$ cat src/rtl/nibble_add_sched.sv
`default_nettype none
// ============================================================================
// Module   : nibble_add_sched
// Purpose  : Shares one external 4-bit adder between two requesters, adding
//            WIDTH-bit operands one nibble per clock with a registered carry.
//            Define NIBBLE_ADD_OVF_EN to add the signed-overflow output rsp_ovf.
// Revision : 1.0
// ============================================================================
module nibble_add_sched #(
    parameter int WIDTH = 16
) (
    input  logic             clk,
    input  logic             rst,
    input  logic             req0_valid,
    output logic             req0_ready,
    input  logic [WIDTH-1:0] req0_a,
    input  logic [WIDTH-1:0] req0_b,
    input  logic             req0_ci,
    input  logic             req1_valid,
    output logic             req1_ready,
    input  logic [WIDTH-1:0] req1_a,
    input  logic [WIDTH-1:0] req1_b,
    input  logic             req1_ci,
    output logic [3:0]       add_a,
    output logic [3:0]       add_b,
    output logic             add_ci,
    input  logic [3:0]       add_s,
    input  logic             add_co,
    output logic             rsp_valid,
    input  logic             rsp_ready,
    output logic             rsp_id,
    output logic [WIDTH-1:0] rsp_sum,
    output logic             rsp_cout
`ifdef NIBBLE_ADD_OVF_EN
    ,
    output logic             rsp_ovf
`endif
);

    localparam int NIB  = WIDTH / 4;
    localparam int IDXW = (NIB > 1) ? $clog2(NIB) : 1;
    localparam logic [IDXW-1:0] IDX_LAST = IDXW'(NIB - 1);

    typedef enum logic [1:0] {
        ST_IDLE = 2'd0,
        ST_RUN  = 2'd1,
        ST_DONE = 2'd2
    } state_t;

    state_t           state_q, state_d;
    logic [IDXW-1:0]  idx_q, idx_d;
    logic             carry_q, carry_d;
    logic [WIDTH-1:0] a_q, a_d;
    logic [WIDTH-1:0] b_q, b_d;
    logic             rsp_valid_q, rsp_valid_d;
    logic             rsp_id_q, rsp_id_d;
    logic [WIDTH-1:0] rsp_sum_q, rsp_sum_d;
    logic             rsp_cout_q, rsp_cout_d;
    logic             last_grant_q, last_grant_d;
`ifdef NIBBLE_ADD_OVF_EN
    logic             ovf_q, ovf_d;
`endif

    logic             w_grant0, w_grant1;
    logic [IDXW+1:0]  w_base;

    // Round-robin on ties: the requester not served last time wins.
    assign w_grant0 = req0_valid && (!req1_valid || last_grant_q);
    assign w_grant1 = req1_valid && (!req0_valid || !last_grant_q);
    assign w_base   = {idx_q, 2'b00};

    always_ff @(posedge clk) begin
        if (rst) begin
            state_q      <= ST_IDLE;
            idx_q        <= '0;
            carry_q      <= 1'b0;
            a_q          <= '0;
            b_q          <= '0;
            rsp_valid_q  <= 1'b0;
            rsp_id_q     <= 1'b0;
            rsp_sum_q    <= '0;
            rsp_cout_q   <= 1'b0;
            last_grant_q <= 1'b1;
`ifdef NIBBLE_ADD_OVF_EN
            ovf_q        <= 1'b0;
`endif
        end else begin
            state_q      <= state_d;
            idx_q        <= idx_d;
            carry_q      <= carry_d;
            a_q          <= a_d;
            b_q          <= b_d;
            rsp_valid_q  <= rsp_valid_d;
            rsp_id_q     <= rsp_id_d;
            rsp_sum_q    <= rsp_sum_d;
            rsp_cout_q   <= rsp_cout_d;
            last_grant_q <= last_grant_d;
`ifdef NIBBLE_ADD_OVF_EN
            ovf_q        <= ovf_d;
`endif
        end
    end

    always_comb begin
        state_d      = state_q;
        idx_d        = idx_q;
        carry_d      = carry_q;
        a_d          = a_q;
        b_d          = b_q;
        rsp_valid_d  = rsp_valid_q;
        rsp_id_d     = rsp_id_q;
        rsp_sum_d    = rsp_sum_q;
        rsp_cout_d   = rsp_cout_q;
        last_grant_d = last_grant_q;
`ifdef NIBBLE_ADD_OVF_EN
        ovf_d        = ovf_q;
`endif
        req0_ready   = 1'b0;
        req1_ready   = 1'b0;
        add_a        = 4'h0;
        add_b        = 4'h0;
        add_ci       = 1'b0;

        case (state_q)
            ST_IDLE: begin
                req0_ready = w_grant0;
                req1_ready = w_grant1;
                if (w_grant0 || w_grant1) begin
                    a_d          = w_grant1 ? req1_a  : req0_a;
                    b_d          = w_grant1 ? req1_b  : req0_b;
                    carry_d      = w_grant1 ? req1_ci : req0_ci;
                    rsp_id_d     = w_grant1;
                    last_grant_d = w_grant1;
                    idx_d        = '0;
                    state_d      = ST_RUN;
                end
            end
            ST_RUN: begin
                add_a                 = a_q[w_base +: 4];
                add_b                 = b_q[w_base +: 4];
                add_ci                = carry_q;
                rsp_sum_d[w_base +: 4] = add_s;
                carry_d               = add_co;
                idx_d                 = idx_q + 1'b1;
                if (idx_q == IDX_LAST) begin
                    rsp_cout_d  = add_co;
                    rsp_valid_d = 1'b1;
`ifdef NIBBLE_ADD_OVF_EN
                    ovf_d = (a_q[WIDTH-1] == b_q[WIDTH-1]) && (add_s[3] != a_q[WIDTH-1]);
`endif
                    state_d     = ST_DONE;
                end
            end
            ST_DONE: begin
                if (rsp_ready) begin
                    rsp_valid_d = 1'b0;
                    state_d     = ST_IDLE;
                end
            end
            default: state_d = ST_IDLE;
        endcase
    end

    assign rsp_valid = rsp_valid_q;
    assign rsp_id    = rsp_id_q;
    assign rsp_sum   = rsp_sum_q;
    assign rsp_cout  = rsp_cout_q;
`ifdef NIBBLE_ADD_OVF_EN
    assign rsp_ovf   = ovf_q;
`endif

endmodule
`default_nettype wire

$ cat config.mk
export PLATFORM = sky130hd
export DESIGN_NAME = nibble_add_sched
export DESIGN_NICKNAME = d
export VERILOG_FILES = /design/src/rtl/nibble_add_sched.sv
export SDC_FILE = /design/constraint.sdc
export NUM_CORES = 1
export LEC_CHECK = 0
export BUFFER_PORTS_ARGS = -buffer_cell sky130_fd_sc_hd__buf_2
export CORE_UTILIZATION = 45
export DETAILED_ROUTE_END_ITERATION = 6
export PLACE_DENSITY = 0.75
export SLEW_MARGIN = 10
export SYNTH_ARGS = -nofsm -noshare
export SYNTH_HDL_FRONTEND = slang
export SYNTH_SLANG_ARGS = --single-unit
$ cat constraint.sdc
create_clock -name clk -period 3.9 [get_ports clk]
set_input_delay 0.39 -clock clk [delete_from_list [all_inputs] [get_ports clk]]
set_output_delay 0.39 -clock clk [all_outputs]
set_load 0.01 [all_outputs]
# == After elaboration in Yosys (flattened, before gate mapping) ==
# Index checks and enable logic that the tools add are counted.
# op_classes
n_bitwise,0
n_shift,4
addsub,2
mul,0
n_reduce_logical,16
div_mod_pow,0
order_cmp,0
eq_ne,6
muxes,20
# ops
cell,count
$mux 16,2
$shiftx 16x5->4,2
$bwmux 16,1
$shift 4x6->16 const A,1
$shiftx 4x6->16,1
$mux 2,4
$mux 4,2
$mux 1,7
$ne 2x2->1 const B,3
$neg 4->6,1
$pmux 2 s3,1
$reduce_and 2->1,3
$reduce_and 3->1,2
$eq 2x2->1 const B,2
$pmux 1 s2,2
$pmux 2 s2,1
$reduce_bool 2->1,2
$logic_not 1->1,3
$logic_or 1x1->1,3
$add 2x1->2 const B,1
$eq 2x1->1 const B,1
$logic_and 1x1->1,2
$logic_not 2->1,1
# totals
latch_bits,0
memories,0
regBits,57
wordCells,58
rom_bits,0
input_bits,76
ram_bits,0
out_inout_bits,30

# == Longest topological paths before layout ==
# Gate-level depths: netlist (run 1).
# logic_depth
word_depth,6
depth_mapped,8
ltp_nobuf,6

# == Least setup slack after synthesis (run 1) ==
# Ideal clock, no wire load.
# synth_timing
kind,register to register
startpoint,register idx_q[1]
endpoint,register rsp_sum_q[10] (netlist: rsp_sum[10])
required_time_ns,3.835
stages_incl_launch_ff,8
period_less_slack_ns,1.838
setup_ns,0.065
setup_slack_ns,2.062
arrival_ns,1.772
path_buffers,1
path_cell_list,dfxtp_1 > clkbuf_1 > inv_1 > ha_1 > and2b_1 > nor4b_4 > a22oi_1 > nor2_1
# synth_between
elab_chain_len,3
word_cells_on_any_way,4
classes_between,add/sub (1); shift (2); mux (1)
# synth_rtl
element,line_no,source
start: declaration,51,"logic [IDXW-1:0] idx_q, idx_d;"
start signal: assignment,89,idx_q <= idx_d;
$neg 4->6 *,142,rsp_sum_d[w_base +: 4] = add_s;
$shiftx 4x6->16 / $shift 4x6->16 (equally long branches),142,
$bwmux 16 *,142,
end signal: assignment,95,rsp_sum_q <= rsp_sum_d;
end: declaration,57,"logic [WIDTH-1:0] rsp_sum_q, rsp_sum_d;"
# Every way passes the cells marked *; elsewhere a longest branch is shown, timed or not.
# A chain may end at the register's enable or synchronous reset.

# == Final worst setup path (run 1) ==
# layout_timing
startpoint,register idx_q[0]
endpoint,output add_a[1]
# layout_between
elab_chain_len,2
# layout_rtl
element,line_no,source
$shiftx 16x5->4,139,add_a = a_q[w_base +: 4];
$mux 4,124,case (state_q)
end: declaration,24,"output logic [3:0] add_a,"
# No other way between the ends.

==> results of run 1 <==
==> power groups by stage <==
| stage | Clock (mW) | Sequential [mW] | Combinational, mW |
|---|---|---|---|
| global route | 0.491 | 0.666 | 0.307 |
| global placement | 0 | 0.671 | 0.272 |
| CTS | 0.460 | 0.660 | 0.282 |
| finish | 0.454 | 0.660 | 0.279 |
| detailed placement | 0 | 0.672 | 0.280 |
| floorplan | 0 | 0.657 | 0.227 |
==> flip-flops by register name, summed over array words and instances (netlist names) <==
name / flops
a_q: 16
rsp_id: 1
rsp_sum: 16
rsp_valid: 1
carry_q: 1
b_q: 16
last_grant_q: 1
state_q: 2
idx_q: 2
rsp_cout: 1
==> worst max path at each step <==
stage	start	slack [ns]	depth (start not counted)	endpoint
after floorplan	idx_q[1]$_SDFFE_PP0P_	2.06	7	rsp_sum[10]$_SDFFE_PP0P_
after global placement	idx_q[0]$_SDFFE_PP0P_	1.44	6	rsp_sum[11]$_SDFFE_PP0P_
after detailed placement	idx_q[0]$_SDFFE_PP0P_	1.32	6	rsp_sum[11]$_SDFFE_PP0P_
after CTS	idx_q[0]$_SDFFE_PP0P_	1.25	3	add_a[1]
after global routing	idx_q[0]$_SDFFE_PP0P_	1.01	6	rsp_sum[11]$_SDFFE_PP0P_
final	idx_q[0]$_SDFFE_PP0P_	1.28	3	add_a[1]
==> worst max-delay path, cell delays in order, from the launching register on <==
cell	delay (ns)
dfxtp_1	0.98
mux4_2	0.59
and2_1	0.19
buf_2	0.14
==> synth_stat cells (3+ instances only) <==
cell and instances:
nand4_1 4, clkbuf_1 5, buf_6 6, nor2b_1 3
buf_4 4, ha_1 5, a211oi_2 29, a211oi_1 3
mux2i_1 32, nand3_1 6, a22oi_1 8, buf_2 4
dfxtp_1 57, and2_1 10, a21oi_1 14, nand2_1 20
nor2_1 49, mux4_2 8
==> layout make-up <==
| type | count | area (sq um) | share of cell area [%] |
|---|---|---|---|
| sequential | 57 | 1141 | 31.59 |
| timing repair buffer | 108 | 548.0 | 15.17 |
| clock inverter | 4 | 20.02 | 0.5542 |
| clock buffer | 12 | 135.1 | 3.741 |
| inverter | 2 | 7.507 | 0.2078 |
| multi-input combinational | 209 | 1664 | 46.07 |
| tap | 77 | 96.34 | 2.667 |
==> routing by layer <==
| layer | up-vias | share of wire, % | global-route usage (%) |
|---|---|---|---|
| li1 | 1236 | - | - |
| met1 | 1141 | 46 | 26.56 |
| met5 | - | 0 | 0 |
| met4 | 0 | 1.4 | 7.994 |
| met2 | 74 | 47 | 32.12 |
| met3 | 9 | 5.3 | 3.976 |
==> logic make-up (layout without fill, tap and decap cells) <==
logic type / Yosys count / after routing / synth area share, %
AND/OR/NAND/NOR: 103 / 103 / 17.46
AO/OA/AOI/OAI: 60 / 60 / 18.85
flip-flops: 57 / 57 / 38.29
multiplexers: 41 / 41 / 17.17
buffers and inverters: 24 / 126 / 6.129
adder cells (fa/ha/maj): 5 / 5 / 2.099
==> cell usage in the layout, fill, tap and decap left out <==
master	count
buf_2	105
dfxtp_1	57
nor2_1	49
mux2i_1	32
a211oi_2	29
nand2_1	20
a21oi_1	14
and2_1	10
clkbuf_8	9
mux4_2	8
a22oi_1	8
nand3_1	6
ha_1	5
nand4_1	4
clkinv_2	4
nor2b_1	3
a211oi_1	3
clkbuf_1	3
buf_4	3
inv_1	2
o21ai_0	2
and2_4	2
nor3b_1	2
a21boi_4	1
nor2_4	1
o21a_2	1
or3b_2	1
nand2b_2	1
mux2_2	1
a31oi_1	1
a221o_1	1
nand3b_2	1
and2b_1	1
nor4b_4	1
nor4_4	1
==> run metrics, run 1 <==
status finished clean; async set-or-reset flop fraction in the synthesized netlist 0%; clk_lat worst skew 0.33 ns; first-pass GRT wire length 11040 microns; Setup Skew 0.006748 ns; fillers 587; combinational group share of total power 20.0%; Setup WS post-layout 1.278 ns; Slew @ Worst Pin 1.038 ns; Syn Nets 371; max-slew violations 0; required time worst endpoint 3.51 ns; synth-to-layout area growth 21.20%; placed cell areas 3457 sq um; TritonCTS Sinks 57; number of instances in the placed design 453; Max transition margin 30.68%; Gate Count Post-Synth 290; Crit. End Element primary output; Initial DRC Count 124; Sequential Power Share 47.4%; nets 468; Hold Crit Start add_co; post-layout min period 2.622 ns; cell count of the worst hold path 3; post-CTS sizing 0; vias 2460; endpoints failing hold 0; WHS 0.3338 ns; crit path DAT 2.23 ns; Die Area 6952 sq um; Internal Power 985.9 uW; largest net degree at the start of global routing 40; fin cells 469; dominant synthesized flop cell dfxtp_1; Layout Cell Area excl Fill 3612 sq um; max cap viols 0; initial antenna violation count 0; pre-CTS WS 1.321 ns; Synth cell types 37; kind of critical path flip-flop to primary output; Sw Share 29.23%; IO Count 106; Startpoint Class flip-flop; initial cell density of the core 46.67%; CTS H-tree lvls 3; IO buf count 105; cell taking the most area after synthesis dfxtp_1; HP Class primary input to flip-flop; Worst R2R End rsp_sum[11]$_SDFFE_PP0P_; core footprint 6386 sq um; FF-to-FF setup slack 1.30 ns; 1st-pass router iterations 4; Detail Placement HPWL 4739 microns; Syn Std Cell Area 2980 sq um; CTS tree yes; Via density 5.245; final setup TNS 0 ns; reg2reg start idx_q[0]$_SDFFE_PP0P_; synth top area cells dfxtp_1, a211oi_2, mux2i_1; GP Congestion 0.7683; synth warn 0; clk buf depth 2; Mapped Avg Cell Area 10.28 sq um; post-synthesis sequential area ratio 38.29%; Overflow after GRT 0; total power 1.393 mW; leakage 1.554 nW; setup violators final 0; Clk pin slew, worst setup/hold paths 0.06 ns; Antenna Cells 0; pwr dens 385.6 nW/um^2; r2r worst-path depth 6; die height 83.38 microns; Die Wd 83.38 microns; Peak supply drop 0.0002061 V; share of cells above drive strength 1 43.11%; WL final 6610 microns; TritonCTS Buffers 9; FF+latch count, synth 57; setup bufs post-CTS 0; # rows 29; Wirelength per Cell 14.09 microns; clock share of power 32.6%; Hold Path End rsp_cout$_SDFFE_PP0P_; Root Driver clkbuf_8; Post-DRT Antenna Nets 0; Yosys top cell area share 38.29%; RSZ-0062 raised after global routing no; EDFF count, synth 0; vias in the first global route 2361; GRT Overall Usage 20.06%; Peak Freq 381.4 MHz; # DRC 0; sw power 407.1 uW; CP max FO 18; hold-fix buffers at CTS 0; Final Core Density 56.56%; fin crit share 67.22%
Power figures use the tool's default switching activity.
==> run 2: changes to the inputs <==
--- a/config.mk
+++ b/config.mk
@@ -5,10 +5,11 @@
 export SDC_FILE = /design/constraint.sdc
 export NUM_CORES = 1
 export LEC_CHECK = 0
+export ABC_AREA = 1
 export BUFFER_PORTS_ARGS = -buffer_cell sky130_fd_sc_hd__buf_2
 export CORE_UTILIZATION = 45
 export DETAILED_ROUTE_END_ITERATION = 6
-export PLACE_DENSITY = 0.75
+export PLACE_DENSITY = 0.78
 export SLEW_MARGIN = 10
 export SYNTH_ARGS = -nofsm -noshare
 export SYNTH_HDL_FRONTEND = slang
==> constraint.sdc (replaced) <==
create_clock -name clk -period 2.3 [get_ports clk]
set_input_delay 0.23 -clock clk [delete_from_list [all_inputs] [get_ports clk]]
set_output_delay 0.23 -clock clk [all_outputs]
set_load 0.01 [all_outputs]
==> run 2 against run 1 <==
  * The flow now finishes with violations (DRC)
  * Global-route usage is 2.8 points higher
  * Largest cell class unchanged
  * Sequential power is 68% higher
  * Synthesized cell count is 60% higher
  * Cell count is 37% higher
  * Flip-flop and latch count stayed put
  * Die area is 1.2% higher
  * Clock power is 120% higher
  * Via count is 33% higher
  * Critical endpoint is now add_a[0]
  * Register-to-register slack worse by 0.83 ns
  * Clock skew is 0.0037 ns lower
==> run metrics, run 2 <==
status complete, but fails checks; failing checks DRC; # DRC 12; WL final 7634 microns; Worst R2R End rsp_sum[4]$_SDFFE_PP0P_; Slew @ Worst Pin 0.6096 ns; synth warn 0; synth top area cells dfxtp_1, nor2_1, nand2_1; CP peak stage delay 0.54 ns; Commonest cells post-synth nor2_1, nand2_1, dfxtp_1; Setup WS post-layout 0.2875 ns; commonest cells after routing, fill and taps aside nor2_1, buf_2, nand2_1; EDFF count, synth 0; Syn Nets 546; Crit. End Element primary output; Clk pin slew, worst setup/hold paths 0.06 ns; Startpoint Class flip-flop; r2r worst-path depth 8; vias in the first global route 2998; FF+latch count, synth 57; Overflow after GRT 0; post-synthesis sequential area ratio 37.81%; Peak Freq 496.9 MHz; die height 83.89 microns; post-layout min period 2.012 ns; setup violators final 0; GRT Overall Usage 22.88%; slowest CP cell dfxtp_1; pwr dens 707.5 nW/um^2; FF-to-FF setup slack 0.47 ns; vias 3280; Syn Std Cell Area 3018 sq um; TritonCTS Buffers 9; async set-or-reset flop fraction in the synthesized netlist 0%; fillers 641; required time worst endpoint 2.07 ns; crit path from idx_q[0]$_SDFFE_PP0P_; Max transition margin 59.31%; nets 642; cell mode on critical path nor2_1; # rows 29; synth-to-layout area growth 23.76%; first-pass GRT wire length 13030 microns; Gate Count Post-Synth 465; dominant cell by count in the synthesized netlist nor2_1; Via density 5.101; reg2reg start idx_q[1]$_SDFFE_PP0P_; CTS H-tree lvls 3; final setup TNS 0 ns; post-CTS sizing 0; Peak supply drop 0.0003055 V; CP max FO 13; endpoints failing hold 0; setup bufs post-CTS 0; 1st-pass router iterations 7; Detail Placement HPWL 5368 microns; Synth cell types 27; max cap viols 0; Root Driver clkbuf_8; initial antenna violation count 0; Die Area 7038 sq um; core footprint 6422 sq um; TritonCTS Sinks 57; GP Congestion 0.8066; Critical Path, Cell by Cell buf_4 -> nor2_1 -> nor2_1 -> o21ai_0 -> a21oi_1 -> buf_2; Layout Cell Area excl Fill 3735 sq um; RSZ-0062 raised after global routing no; initial cell density of the core 46.99%; Initial DRC Count 215; hold-fix buffers at CTS 0; worst setup path endpoint add_a[0]; commonest non-fill, non-tap cell in the layout nor2_1; pre-CTS WS 0.5176 ns; Mapped Avg Cell Area 6.490 sq um; Wirelength per Cell 11.87 microns; Die Wd 83.89 microns; Antenna Cells 0; IO buf count 105; leakage 1.889 nW; Setup Skew 0.003028 ns; cell taking the most area after synthesis dfxtp_1; share of cells above drive strength 1 25.44%; max-slew violations 0; IO Count 106; largest net degree at the start of global routing 36; clk buf depth 2; CTS tree yes; fin crit share 87.50%; clk_lat worst skew 0.34 ns; crit path DAT 1.78 ns; dominant synthesized flop cell dfxtp_1; HP Class primary input to flip-flop; Yosys top cell area share 37.81%; Post-DRT Antenna Nets 0; placed cell areas 3525 sq um; kind of critical path flip-flop to primary output
run 2: changes by cell type after synthesis, moves of 18 or more:
cell / previous run / this run
nor2_1: 49 / 106
nand3_1: 6 / 39
mux2i_1: 32 / 0
nand2_1: 20 / 103
inv_1: 2 / 20
o21ai_0: 2 / 41
a211oi_2: 29 / 0
run 2: worst max-delay path, delay by kind of cell, from the launching register on:
family / cells / cell delay, ns
compound gates: 2 / 0.31
buf+inv: 2 / 0.44
flops: 1 / 0.54
simple gates: 2 / 0.16
run 2: metal layers:
layer / track usage, % / vias to the layer above / routed length, microns
met5: 0 / - / 0
met4: 9.404 / 0 / 66
met3: 4.451 / 10 / 486
met2: 39.34 / 117 / 3670
met1: 27.89 / 1469 / 3410
li1: - / 1684 / -
run 2: through the flow:
stage | utilization [%] | power (mW) | instances | hold WS, ns
6_report | 58.15 | 2.642 | 643 | 0.1478
5_1_grt | 58.15 | 2.786 | 643 | 0.1675
4_1_cts | 58.15 | 2.652 | 643 | 0.1397
3_5_place_dp | 54.88 | 1.649 | 627 | 0.4517
3_3_place_gp | 54.88 | 1.638 | 627 | 0.4433
2_1_floorplan | - | 1.498 | 465 | 0.2991
run 2: logic make-up (layout without fill, tap and decap cells):
logic type      after synthesis  in the layout  synth area share, %
simple gates                267            267                37.02
fa+ha+maj                     5              5                2.073
compound gates               84             84                14.22
flops                        57             57                37.81
buf+inv                      52            153                8.872
run 2: worst min path at each step:
stage	start	cells after the start	endpoint
after detailed placement	rsp_valid$_SDFFE_PP0P_	2	rsp_valid$_SDFFE_PP0P_
after global placement	rsp_valid$_SDFFE_PP0P_	2	rsp_valid$_SDFFE_PP0P_
after floorplan	rst	1	rsp_sum[0]$_SDFFE_PP0P_
after global routing	add_s[1]	3	rsp_sum[1]$_SDFFE_PP0P_
final	add_s[0]	3	rsp_sum[0]$_SDFFE_PP0P_
after CTS	add_s[0]	3	rsp_sum[0]$_SDFFE_PP0P_
run 2: cell type report:
class / count / area, sq um / area share (%)
Inverter: 24 / 92.59 / 2.479
Timing Repair Buffer: 113 / 585.6 / 15.68
Clock inverter: 6 / 82.58 / 2.211
Clock buffer: 10 / 127.6 / 3.417
Multi-Input combinational cell: 356 / 1609 / 43.08
Tap cell: 77 / 96.34 / 2.580
Sequential cell: 57 / 1141 / 30.55
run 2: report_power, final:
| part | internal (mW) | total (mW) | switching [mW] |
|---|---|---|---|
| clock | 0.604 | 1.01 | 0.404 |
| sequential | 1.06 | 1.11 | 0.0429 |
| combinational | 0.198 | 0.528 | 0.330 |
| total | 1.87 | 2.64 | 0.777 |
==> run 3: changes to the inputs <==
--- a/config.mk
+++ b/config.mk
@@ -10,6 +10,7 @@
 export CORE_UTILIZATION = 45
 export DETAILED_ROUTE_END_ITERATION = 6
 export PLACE_DENSITY = 0.78
+export RECOVER_POWER = 100
 export SLEW_MARGIN = 10
 export SYNTH_ARGS = -nofsm -noshare
 export SYNTH_HDL_FRONTEND = slang
==> run 3 against run 2 <==
  * The run still ends with DRC left
  * Flip-flop and latch count is the same
  * Register-to-register slack lost 0.06 ns
  * Die area is the same
  * First-iteration DRC count shrank 18%
  * Worst setup slack lost 0.018 ns
  * Via count shrank 0.85%
  * Final area shrank 1.9%
  * Critical path type unchanged
  * Largest power group unchanged
  * Highest routed layer unchanged
==> run metrics, run 3 (synthesis results as in run 2) <==
Hold Crit Start add_s[0]; TritonCTS Sinks 57; Antenna Cells 0; clk_lat worst skew 0.34 ns; Initial DRC Count 177; RSZ-0062 raised after global routing no; Detail Placement HPWL 5368 microns; GRT Overall Usage 22.88%; Setup Skew 0.004028 ns; # DRC 12; Crit. End Element primary output; Die Area 7038 sq um; kind of critical path flip-flop to primary output; share of cells above drive strength 1 19.26%; Slew @ Worst Pin 0.6800 ns; hold-fix buffers at CTS 0; first-pass GRT wire length 13030 microns; crit path DAT 1.80 ns; Root Driver clkbuf_8; post-CTS sizing 0; # rows 29; commonest cells after routing, fill and taps aside nor2_1, nand2_1, buf_2; Peak Freq 492.5 MHz; Post-DRT Antenna Nets 0; family with the most delay on the worst path flip-flops; Critical Path, Cell by Cell buf_4 -> nor2_1 -> nor2_1 -> o21ai_0 -> a21oi_1 -> clkbuf_1; Startpoint Class flip-flop; Overflow after GRT 0; max-slew violations 0; Wirelength per Cell 11.86 microns; failing checks DRC; pwr dens 716.1 nW/um^2; required time worst endpoint 2.07 ns; synth-to-layout area growth 21.43%; 1st-pass router iterations 7; CP max FO 13; initial cell density of the core 46.99%; post-layout min period 2.030 ns; core footprint 6422 sq um; commonest non-fill, non-tap cell in the layout nor2_1; vias in the first global route 2998; vias 3252; Die Wd 83.89 microns; HP Class primary input to flip-flop; max cap viols 0; die height 83.89 microns; largest net degree at the start of global routing 36; final setup TNS 0 ns; clk buf depth 2; IO Count 106; Via density 5.058; crit path from idx_q[0]$_SDFFE_PP0P_; slowest CP cell dfxtp_1; total power 2.624 mW; CP peak stage delay 0.53 ns; status complete, but fails checks; Clk pin slew, worst setup/hold paths 0.07 ns; setup violators final 0; CTS tree yes; Max transition margin 54.56%; Peak supply drop 0.0003011 V; WL final 7625 microns; initial antenna violation count 0; reg2reg start idx_q[1]$_SDFFE_PP0P_; TritonCTS Buffers 9; leakage 1.757 nW; CTS H-tree lvls 3; IO buf count 105; setup bufs post-CTS 0; cell mode on critical path nor2_1; CP Buf/Inv Count 2; fin crit share 88.28%; GP Congestion 0.8066; endpoints failing hold 0; nets 642
[run 3: changes by cell type in the layout (fill, tap and decap cells not counted), moves of 3 or more]
| cell | change |
|---|---|
| nand2_1 | +3 |
| buf_2 | -28 |
| o21ai_0 | +10 |
| o21ai_1 | -10 |
| clkbuf_1 | +28 |
| nor2_1 | +4 |
[run 3: final cells by class]
cell class,count,area (sq um)
repair buffers,113,548.0
clock buffers,10,127.6
inverters,24,92.59
well taps,77,96.34
multi-input cells,356,1577
flip-flops and latches,57,1141
clock inverters,6,82.58
fillers,669,2758
[run 3: per-stage QoR]
stage	util [%]	instance area, sq um	hold slack [ns]	instances	setup WS [ns]
2_1_floorplan	-	3018	0.2991	465	0.5874
3_5_place_dp	54.88	3525	0.4517	627	0.5176
5_1_grt	57.06	3665	0.1693	643	0.1029
4_1_cts	58.15	3735	0.1397	643	0.2966
3_3_place_gp	54.88	3525	0.4433	627	0.6017
6_report	57.06	3665	0.1510	643	0.2695
[run 3: worst min-delay path, stage by stage]
cell and delay [ns]:
buf_2 0.11, nand2_1 0.05, a21oi_1 0.05
[run 3: report_power, final]
part	internal [mW]	switching [mW]
Clock	0.604	0.403
Sequential	1.06	0.0416
Combinational	0.188	0.324
[run 3: final timing paths]
| check | cells past startpoint | to | slack [ns] |
|---|---|---|---|
| setup reg to reg | 8 | rsp_sum[4]$_SDFFE_PP0P_ | 0.41 |
| hold reg to reg | 2 | rsp_sum[13]$_SDFFE_PP0P_ | 0.47 |
| setup / recovery | 6 | add_a[0] | 0.27 |
| hold / removal | 3 | rsp_sum[0]$_SDFFE_PP0P_ | 0.15 |
[run 3: per-layer routing]
metal | share of wire [%] | vias up | global-route usage, %
li1 | - | 1688 | -
met1 | 46 | 1453 | 27.89
met2 | 47 | 99 | 39.34
met3 | 5.2 | 12 | 4.451
met4 | 1.5 | 0 | 9.404
met5 | 0 | - | 0
